$ cat src/rtl/pipelined_prefix_adder_pkg.sv
// Shared helpers for pipelined_prefix_adder: prefix depth, pipeline latency, op encoding.
package pipelined_prefix_adder_pkg;

  typedef enum logic {
    PPA_ADD = 1'b0,
    PPA_SUB = 1'b1
  } ppa_op_e;

  function automatic int ppa_levels(input int width);
    return (width < 2) ? 1 : $clog2(width);
  endfunction

  function automatic int ppa_latency(input int width, input int reg_every);
    return 2 + (ppa_levels(width) - 1) / reg_every;
  endfunction

endpackage

$ cat src/rtl/pipelined_prefix_adder_prefix_level.sv
// One Kogge-Stone level: combines each bit's (P,G) with the bit SPAN below it.
module ppa_prefix_level
  import pipelined_prefix_adder_pkg::*;
#(
  parameter int WIDTH = 32,
  parameter int SPAN  = 1
) (
  input  logic [WIDTH-1:0] p,
  input  logic [WIDTH-1:0] g,
  output logic [WIDTH-1:0] p_grp,
  output logic [WIDTH-1:0] g_grp
);

  for (genvar i = 0; i < WIDTH; i++) begin : g_bit
    if (i >= SPAN) begin : g_comb
      assign g_grp[i] = g[i] | (p[i] & g[i-SPAN]);
      assign p_grp[i] = p[i] & p[i-SPAN];
    end else begin : g_pass
      assign g_grp[i] = g[i];
      assign p_grp[i] = p[i];
    end
  end

endmodule

$ cat src/rtl/pipelined_prefix_adder.sv
// Valid/ready pipelined Kogge-Stone adder/subtractor with a register every REG_EVERY levels.
// Optional saturation on signed overflow via `define PIPELINED_PREFIX_ADDER_SAT_EN.
module pipelined_prefix_adder
  import pipelined_prefix_adder_pkg::*;
#(
  parameter int WIDTH     = 32,
  parameter int REG_EVERY = 2
) (
  input  logic             clk,
  input  logic             rst_n,
  input  logic             in_valid,
  output logic             in_ready,
  input  logic [WIDTH-1:0] A,
  input  logic [WIDTH-1:0] B,
  input  logic             cin,
  input  logic             sub,
`ifdef PIPELINED_PREFIX_ADDER_SAT_EN
  input  logic             sat,
`endif
  output logic             out_valid,
  input  logic             out_ready,
  output logic [WIDTH-1:0] sum,
  output logic             cout,
  output logic             ovf
);

  localparam int LEVELS = ppa_levels(WIDTH);
  localparam int LAT    = ppa_latency(WIDTH, REG_EVERY);
  localparam int STAGES = LAT - 1;  // index of the output register
  localparam int NMID   = LAT - 2;  // index of the last prefix register

  logic [STAGES:0]            vld_pipe, vin, ld;
  logic [NMID:0][WIDTH-1:0]   g_q, p_q, h_q, d_g, d_p, d_h;
  logic [NMID:0]              c0_q, amsb_q, sat_q, d_c0, d_amsb, d_sat;
  logic [LEVELS-1:0][WIDTH-1:0] tg, tp;
  logic [LEVELS:1][WIDTH-1:0] lg, lp;
  logic                       sat_w;
  ppa_op_e                    op;
  logic [WIDTH-1:0]           bx, cy, s_w, res_w;
  logic                       ovf_w;

`ifdef PIPELINED_PREFIX_ADDER_SAT_EN
  assign sat_w = sat;
`else
  assign sat_w = 1'b0;
`endif

  // Stage-0 capture: h keeps the raw half-sum, p/g start the prefix tree.
  assign op        = ppa_op_e'(sub);
  assign bx        = (op == PPA_SUB) ? ~B : B;
  assign d_g[0]    = A & bx;
  assign d_p[0]    = A ^ bx;
  assign d_h[0]    = A ^ bx;
  assign d_c0[0]   = (op == PPA_SUB) ? 1'b1 : cin;
  assign d_amsb[0] = A[WIDTH-1];
  assign d_sat[0]  = sat_w;

  for (genvar k = 1; k <= NMID; k++) begin : g_mid
    assign d_g[k]    = lg[k*REG_EVERY];
    assign d_p[k]    = lp[k*REG_EVERY];
    assign d_h[k]    = h_q[k-1];
    assign d_c0[k]   = c0_q[k-1];
    assign d_amsb[k] = amsb_q[k-1];
    assign d_sat[k]  = sat_q[k-1];
  end

  for (genvar s = 0; s < LEVELS; s++) begin : g_lvl
    if (s % REG_EVERY == 0) begin : g_reg
      assign tg[s] = g_q[s/REG_EVERY];
      assign tp[s] = p_q[s/REG_EVERY];
    end else begin : g_wire
      assign tg[s] = lg[s];
      assign tp[s] = lp[s];
    end
    ppa_prefix_level #(.WIDTH(WIDTH), .SPAN(1 << s)) u_lvl (
      .p    (tp[s]),
      .g    (tg[s]),
      .p_grp(lp[s+1]),
      .g_grp(lg[s+1])
    );
  end

  // A stage loads when it or anything downstream of it has room.
  assign vin = {vld_pipe[STAGES-1:0], in_valid};
  for (genvar k = 0; k <= STAGES; k++) begin : g_ld
    assign ld[k] = out_ready | ~(&vld_pipe[STAGES:k]);
  end
  assign in_ready  = ld[0];
  assign out_valid = vld_pipe[STAGES];

  always_ff @(posedge clk or negedge rst_n) begin
    if (!rst_n) begin
      vld_pipe <= '0;
    end else begin
      for (int k = 0; k <= STAGES; k++)
        if (ld[k]) vld_pipe[k] <= vin[k];
    end
  end

  always_ff @(posedge clk) begin
    for (int k = 0; k <= NMID; k++) begin
      if (ld[k] && vin[k]) begin
        g_q[k]    <= d_g[k];
        p_q[k]    <= d_p[k];
        h_q[k]    <= d_h[k];
        c0_q[k]   <= d_c0[k];
        amsb_q[k] <= d_amsb[k];
        sat_q[k]  <= d_sat[k];
      end
    end
  end

  always_comb begin
    cy    = lg[LEVELS] | (lp[LEVELS] & {WIDTH{c0_q[NMID]}});
    s_w   = h_q[NMID] ^ {cy[WIDTH-2:0], c0_q[NMID]};
    // Operands share a sign exactly when their half-sum MSB is 0.
    ovf_w = ~h_q[NMID][WIDTH-1] & (s_w[WIDTH-1] ^ amsb_q[NMID]);
    res_w = s_w;
    if (sat_q[NMID] && ovf_w)
      res_w = amsb_q[NMID] ? {1'b1, {(WIDTH-1){1'b0}}} : {1'b0, {(WIDTH-1){1'b1}}};
  end

  always_ff @(posedge clk or negedge rst_n) begin
    if (!rst_n) begin
      sum  <= '0;
      cout <= 1'b0;
      ovf  <= 1'b0;
    end else if (ld[STAGES] && vin[STAGES]) begin
      sum  <= res_w;
      cout <= cy[WIDTH-1];
      ovf  <= ovf_w;
    end
  end

endmodule

$ cat config.mk
export PLATFORM = sky130hd
export DESIGN_NAME = pipelined_prefix_adder
export DESIGN_NICKNAME = d
export VERILOG_FILES = /design/src/rtl/pipelined_prefix_adder_pkg.sv /design/src/rtl/pipelined_prefix_adder_prefix_level.sv /design/src/rtl/pipelined_prefix_adder.sv
export SDC_FILE = /design/constraint.sdc
export NUM_CORES = 1
export LEC_CHECK = 0
export ABC_CLOCK_PERIOD_IN_PS = 7850
export BUFFER_PORTS_ARGS = -buffer_cell sky130_fd_sc_hd__buf_2
export CAP_MARGIN = 10
export CORE_MARGIN = 2
export CORE_UTILIZATION = 53
export CTS_CLUSTER_DIAMETER = 150
export DETAILED_ROUTE_END_ITERATION = 6
export GPL_TIMING_DRIVEN = 0
export PLACE_DENSITY = 0.82
export SYNTH_ARGS = -nofsm -noshare
export SYNTH_HDL_FRONTEND = slang
export SYNTH_SLANG_ARGS = --single-unit
export TNS_END_PERCENT = 50
$ cat constraint.sdc
create_clock -name clk -period 7.85 [get_ports clk]
set_input_delay 0.785 -clock clk [delete_from_list [all_inputs] [get_ports clk]]
set_output_delay 0.785 -clock clk [all_outputs]
set_load 0.005 [all_outputs]
Word level (Yosys, flattened, before mapping)

Cells that the tools add are included.

Muxes and demuxes: 1
Bitwise logic cells: 404
Reduce and logical (&&, ||, !) cells: 7

Operators with widths:

| operator          | number |
|---|---|
| $and 1x1->1       | 259 |
| $or 1x1->1        | 133 |
| $and 32x32->32    | 2 |
| $xor 32x32->32    | 2 |
| $mux 32           | 1 |
| $not 32->32       | 1 |
| $or 32x32->32     | 1 |
| $not 1->1         | 5 |
| $logic_and 1x1->1 | 4 |
| $reduce_and 4->1  | 1 |
| $reduce_and 3->1  | 1 |
| $reduce_and 2->1  | 1 |
| $xor 1x1->1       | 1 |

Register bits after elaboration: 300
Input port bits: 70
Output and inout port bits: 36
Logic and storage cells: 433

Logic depth before layout (Yosys ltp)

Word-level depth: 6
Mapped depth: 5
Depth with buffers taken out: 4

Cells and area by module

Synthesis repeated with hierarchy kept, for this count alone.

Cells, all modules: 811
Area total of the unflattened synthesis: 13097.6 um2

Modules (own cells, without submodules):

| module                             | instances | cells an instance | area an instance (um2) | seq. area each (um2) |
|---|---|---|---|---|
| pipelined_prefix_adder             | 1         | 491               | 10806.6                | 8818.5 |
| ppa_prefix_level at g_lvl[4].u_lvl | 1         | 64                | 480.5                  | 0.0 |
| ppa_prefix_level at g_lvl[3].u_lvl | 1         | 64                | 466.7                  | 0.0 |
| ppa_prefix_level at g_lvl[2].u_lvl | 1         | 64                | 452.9                  | 0.0 |
| ppa_prefix_level at g_lvl[1].u_lvl | 1         | 64                | 446.7                  | 0.0 |
| ppa_prefix_level at g_lvl[0].u_lvl | 1         | 64                | 444.2                  | 0.0 |

Least setup slack after synthesis

OpenSTA, ideal clock, no wires.

Path kind: input to register
From: input out_ready
To: register amsb_q[2] (enable)
Data arrival time: 8.027 ns
Data required time: 7.150 ns
Path slack: -0.877 ns
Cell stages on the path: 3
Path buffers: 1
Cell sequence: nor2b_4 > clkbuf_1 > a21boi_0

Word-level cells in the longest chain between the ends: 2

RTL lines:

| item                            | RTL line                      | text |
|---|---|---|
| from (decl)                     | pipelined_prefix_adder.sv:21  | `input logic out_ready,` |
| $or 1x1->1                      | pipelined_prefix_adder.sv:86  | `assign ld[k] = out_ready \| ~(&vld_pipe[STAGES:k]);` |
| $logic_and 1x1->1               | pipelined_prefix_adder.sv:102 | `if (ld[k] && vin[k]) begin` |
| to (signal, indexed assignment) | pipelined_prefix_adder.sv:107 | `amsb_q[k] <= d_amsb[k];` |
| to (decl)                       | pipelined_prefix_adder.sv:34  | `logic [NMID:0] c0_q, amsb_q, sat_q, d_c0, d_amsb, d_sat;` |

No other way between the ends.
A chain may end at the register's enable or synchronous reset.

Final worst setup path

From: register vld_pipe[3]
To: register h_q[81] (netlist bit) (enable)

Word-level cells in the longest chain between the ends: 4

RTL lines:

| item                              | RTL line                      | text |
|---|---|---|
| from (decl)                       | pipelined_prefix_adder.sv:32  | `logic [STAGES:0] vld_pipe, vin, ld;` |
| from (signal, indexed assignment) | pipelined_prefix_adder.sv:96  | `if (ld[k]) vld_pipe[k] <= vin[k];` |
| $reduce_and 2->1                  | pipelined_prefix_adder.sv:86  |  |
| $not 1->1                         | pipelined_prefix_adder.sv:86  |  |
| $or 1x1->1                        | pipelined_prefix_adder.sv:86  |  |
| $logic_and 1x1->1                 | pipelined_prefix_adder.sv:102 |  |
| to (signal, indexed assignment)   | pipelined_prefix_adder.sv:105 | `h_q[k] <= d_h[k];` |
| to (decl)                         | pipelined_prefix_adder.sv:33  | `logic [NMID:0][WIDTH-1:0] g_q, p_q, h_q, d_g, d_p, d_h;` |

No other way between the ends.

==> flow_metrics.env <==
export IMPL_htree_levels=1
export IMPL_totalPowerFinal_mw=3.92
export IMPL_synth_simple_area_share=0.0569
export IMPL_ys_warn_count=0
export IMPL_rr_endpoint="h_q[81]$_DFFE_PP_"
export IMPL_setup_viol=0
export IMPL_synth_nets=877
export IMPL_die_y_um=154
export IMPL_finalHoldViolations=0
export IMPL_syn_area_um2=11900
export IMPL_start_kind="flip-flop"
export IMPL_ys_seq_area_frac=0.735
export IMPL_ys_ff_latch=298
export IMPL_max_cap_violations=0
export IMPL_dp_hpwl_mm=18.0
export IMPL_r2r_start="vld_pipe[3]$_DFFE_PN0N_"
export IMPL_cp_cell_sequence="nor2b_4 -> clkbuf_1 -> a21boi_4 -> buf_16 -> buf_12 -> buf_16"
export IMPL_power_density_nw_per_um2=284
export IMPL_end_kind="flip-flop"
export IMPL_io_pins=106
export IMPL_crit_fanout=30
export IMPL_rsz0062_at_grt="no"
export IMPL_grt_max_degree=75
export IMPL_place_congestion=0.908
export IMPL_cts_sinks=298
export IMPL_cp_startpoint="vld_pipe[3]$_DFFE_PN0N_"
export IMPL_stdcell_count=1215
export IMPL_grt_pass1_wl_mm=38.2
export IMPL_cts_hold_buffers=0
export IMPL_outcome="finished clean"
export IMPL_netlist_instances=774
export IMPL_dieArea_um2=23700
export IMPL_grt_use_total=0.210
export IMPL_antenna_found_initial=0
export IMPL_ys_flop_type="edfxtp_1"
export IMPL_worst_pin_slew_ns=0.881
export IMPL_reg2reg_depth=6
export IMPL_syn_avg_cell_area_um2=15.4
export IMPL_criticalPathCategory="reg2reg"
export IMPL_drc=0
export IMPL_nNetsFinal=1017
export IMPL_numCtsBuffers=28
export IMPL_holdWs_ns=0.372
export IMPL_grt_ovfl_total=0
export IMPL_crit_top_cell="buf_16"
export IMPL_holdCritPathClass="in2async"
export IMPL_routed_wirelength_mm=24.7
export IMPL_wire_per_inst_um=20.3
export IMPL_first_pass_iters=5
export IMPL_placement_io_buffers=104
export IMPL_cpPeakStageDelay_ns=0.49
export IMPL_finClkSkew_ns=0.0146
export IMPL_clock_latency_ns=0.54
export IMPL_core_rowCount=54
export IMPL_muxShareOfSynthArea=0.0202
export IMPL_drt_iter0_markers=825
export IMPL_numPlacedInstances=1164
export IMPL_drive_gt1_frac=0.198
export IMPL_irDropWorstVdd_v=0.000180
export IMPL_synth_edf_count=260
export IMPL_clockRootBuffer="clkbuf_16"
export IMPL_worstPathRequired_ns=8.09
export IMPL_num_antenna_cells=0
export IMPL_drtAntennaViolNets=0
export IMPL_worstPathArrival_ns=2.47
export IMPL_coreArea_um2=22000
export IMPL_synth_compound_area_frac=0.109
export IMPL_clk_pin_slew_ns=0.07
export IMPL_grt_pass1_vias=6918
export IMPL_slew_viol_final=0
export IMPL_max_freq_mhz=448
export IMPL_r2r_slack_ns=5.62
export IMPL_vias_per_cell=5.74
export IMPL_post_cts_buffers=0
export IMPL_maxSlewHeadroom=0.413
export IMPL_ctsResizeCount=0
export IMPL_synth_fa_ha_area_frac=0.0347
export IMPL_crit_end="h_q[81]$_DFFE_PP_"
export IMPL_cts_tree="built"
export IMPL_clock_path_buffers=3
export IMPL_synth_top_family_by_area="compound AO/OA/AOI/OAI gates"
export IMPL_die_w_um=154
export IMPL_vias=6980
export IMPL_synth_xor_area_share=0.0353
export IMPL_power_leakage_nw=5.34
export IMPL_syn_to_final_growth_pct=15.7
export IMPL_layout_min_cycle_time_ns=2.23
export IMPL_synth_cell_types=31
export IMPL_period_share=0.285
export IMPL_synthArstFlopShare=0.128
export IMPL_slowest_stage="a21boi_4"
export IMPL_start_util=0.542
-- how the worst min path moves through the flow --
stage / startpoint / endpoint / slack, ns
after global placement: d_h[68]$_DFFE_PP_ / h_q[68]$_DFFE_PP_ / 0.40
final: rst_n / sum[4]$_DFFE_PN0P_ / 0.37
after global routing: d_h[82]$_DFFE_PP_ / h_q[82]$_DFFE_PP_ / 0.42
after floorplan: amsb_q[0]$_DFFE_PP_ / amsb_q[1]$_DFFE_PP_ / 0.40
after CTS: rst_n / sum[19]$_DFFE_PN0P_ / 0.40
after detailed placement: d_h[77]$_DFFE_PP_ / h_q[77]$_DFFE_PP_ / 0.40
-- sequential cells by signal (all words and copies together) (netlist names) --
| register | flops |
|---|---|
| p_q | 64 |
| d_h | 63 |
| g_q | 96 |
| cout | 1 |
| c0_q | 3 |
| ovf | 1 |
| amsb_q | 3 |
| h_q | 31 |
| vld_pipe | 4 |
| sum | 32 |
-- cell usage after synthesis, drive strengths merged, types with 15 or more instances --
cell type | count | area share
a21oi | 59 | 0.025
a21boi | 17 | 0.011
a211oi | 15 | 0.0095
nand3 | 22 | 0.0092
xor2 | 47 | 0.035
edfxtp | 260 | 0.66
o21ai | 46 | 0.019
o31ai | 15 | 0.0095
a21o | 38 | 0.024
dfrtp | 38 | 0.080
o21bai | 15 | 0.0095
ha | 33 | 0.035
mux2 | 17 | 0.020
nor2 | 45 | 0.014
nand2 | 60 | 0.019
-- per-layer routing --
metal	up-vias	track usage	routed length [um]
met5	-	0	0
met4	0	0.0806	800
met3	51	0.0318	1770
met2	323	0.346	12000
met1	3390	0.287	10200
li1	3216	-	-
-- cells in the final DEF (no fill, tap or decap), types with 2 or more instances in the layout --
cell	n
edfxtp_1	260
buf_2	111
nand2_1	60
a21oi_1	59
xor2_1	47
o21ai_0	46
nor2_1	45
a21o_1	38
dfrtp_1	38
ha_1	33
clkbuf_16	29
nand3_1	22
a21boi_0	16
o21bai_1	15
a211oi_1	15
o31ai_1	15
mux2_4	13
and3_1	10
clkbuf_1	8
clkinv_1	7
inv_1	6
and2_1	5
mux2_2	4
clkinv_2	4
clkinvlp_4	4
buf_16	4
buf_6	3
or2_2	2
nand2b_1	2
buf_12	2
-- metrics by stage --
| step | setup WS, ns | util | cell area (um^2) | TNS, ns |
|---|---|---|---|---|
| CTS | 5.62 | 0.628 | 13800 | 0 |
| global placement | -0.140 | 0.582 | 12800 | -12.67 |
| finish | 5.62 | 0.628 | 13800 | 0 |
| floorplan | 1.68 | - | 11900 | 0 |
| detailed placement | 5.20 | 0.590 | 12900 | 0 |
| global route | 5.50 | 0.628 | 13800 | 0 |
-- critical path, delay by kind of cell, from the launching register on --
family / cells / cell delay [ns]
AND/OR/NAND/NOR: 1 / 0.14
buffers and inverters: 4 / 0.90
flip-flops: 1 / 0.37
AO/OA/AOI/OAI: 1 / 0.49
-- layout make-up --
| class | count | area (um^2) |
|---|---|---|
| Clock inverter | 17 | 93.8 |
| Sequential cell | 298 | 8760 |
| Timing Repair Buffer | 110 | 671 |
| Tap cell | 280 | 350 |
| Buffer | 14 | 85.1 |
| Fill cell | 1523 | 8170 |
| Multi-Input combinational cell | 456 | 3060 |
| Clock buffer | 34 | 744 |
| Inverter | 6 | 22.5 |
-- report_power, final --
group	switching (mW)	total [mW]	internal (mW)
combinational	0.277	0.507	0.230
clock	0.559	1.23	0.676
sequential	0.160	2.17	2.01
total	0.996	3.92	2.92
-- cell families after synthesis --
| kind of cell | Yosys count |
|---|---|
| flops | 298 |
| compound gates | 206 |
| simple gates | 152 |
| xor+xnor | 48 |
| fa+ha+maj | 33 |
| buf+inv | 20 |
| mux | 17 |
Power figures use the tool's default switching activity.
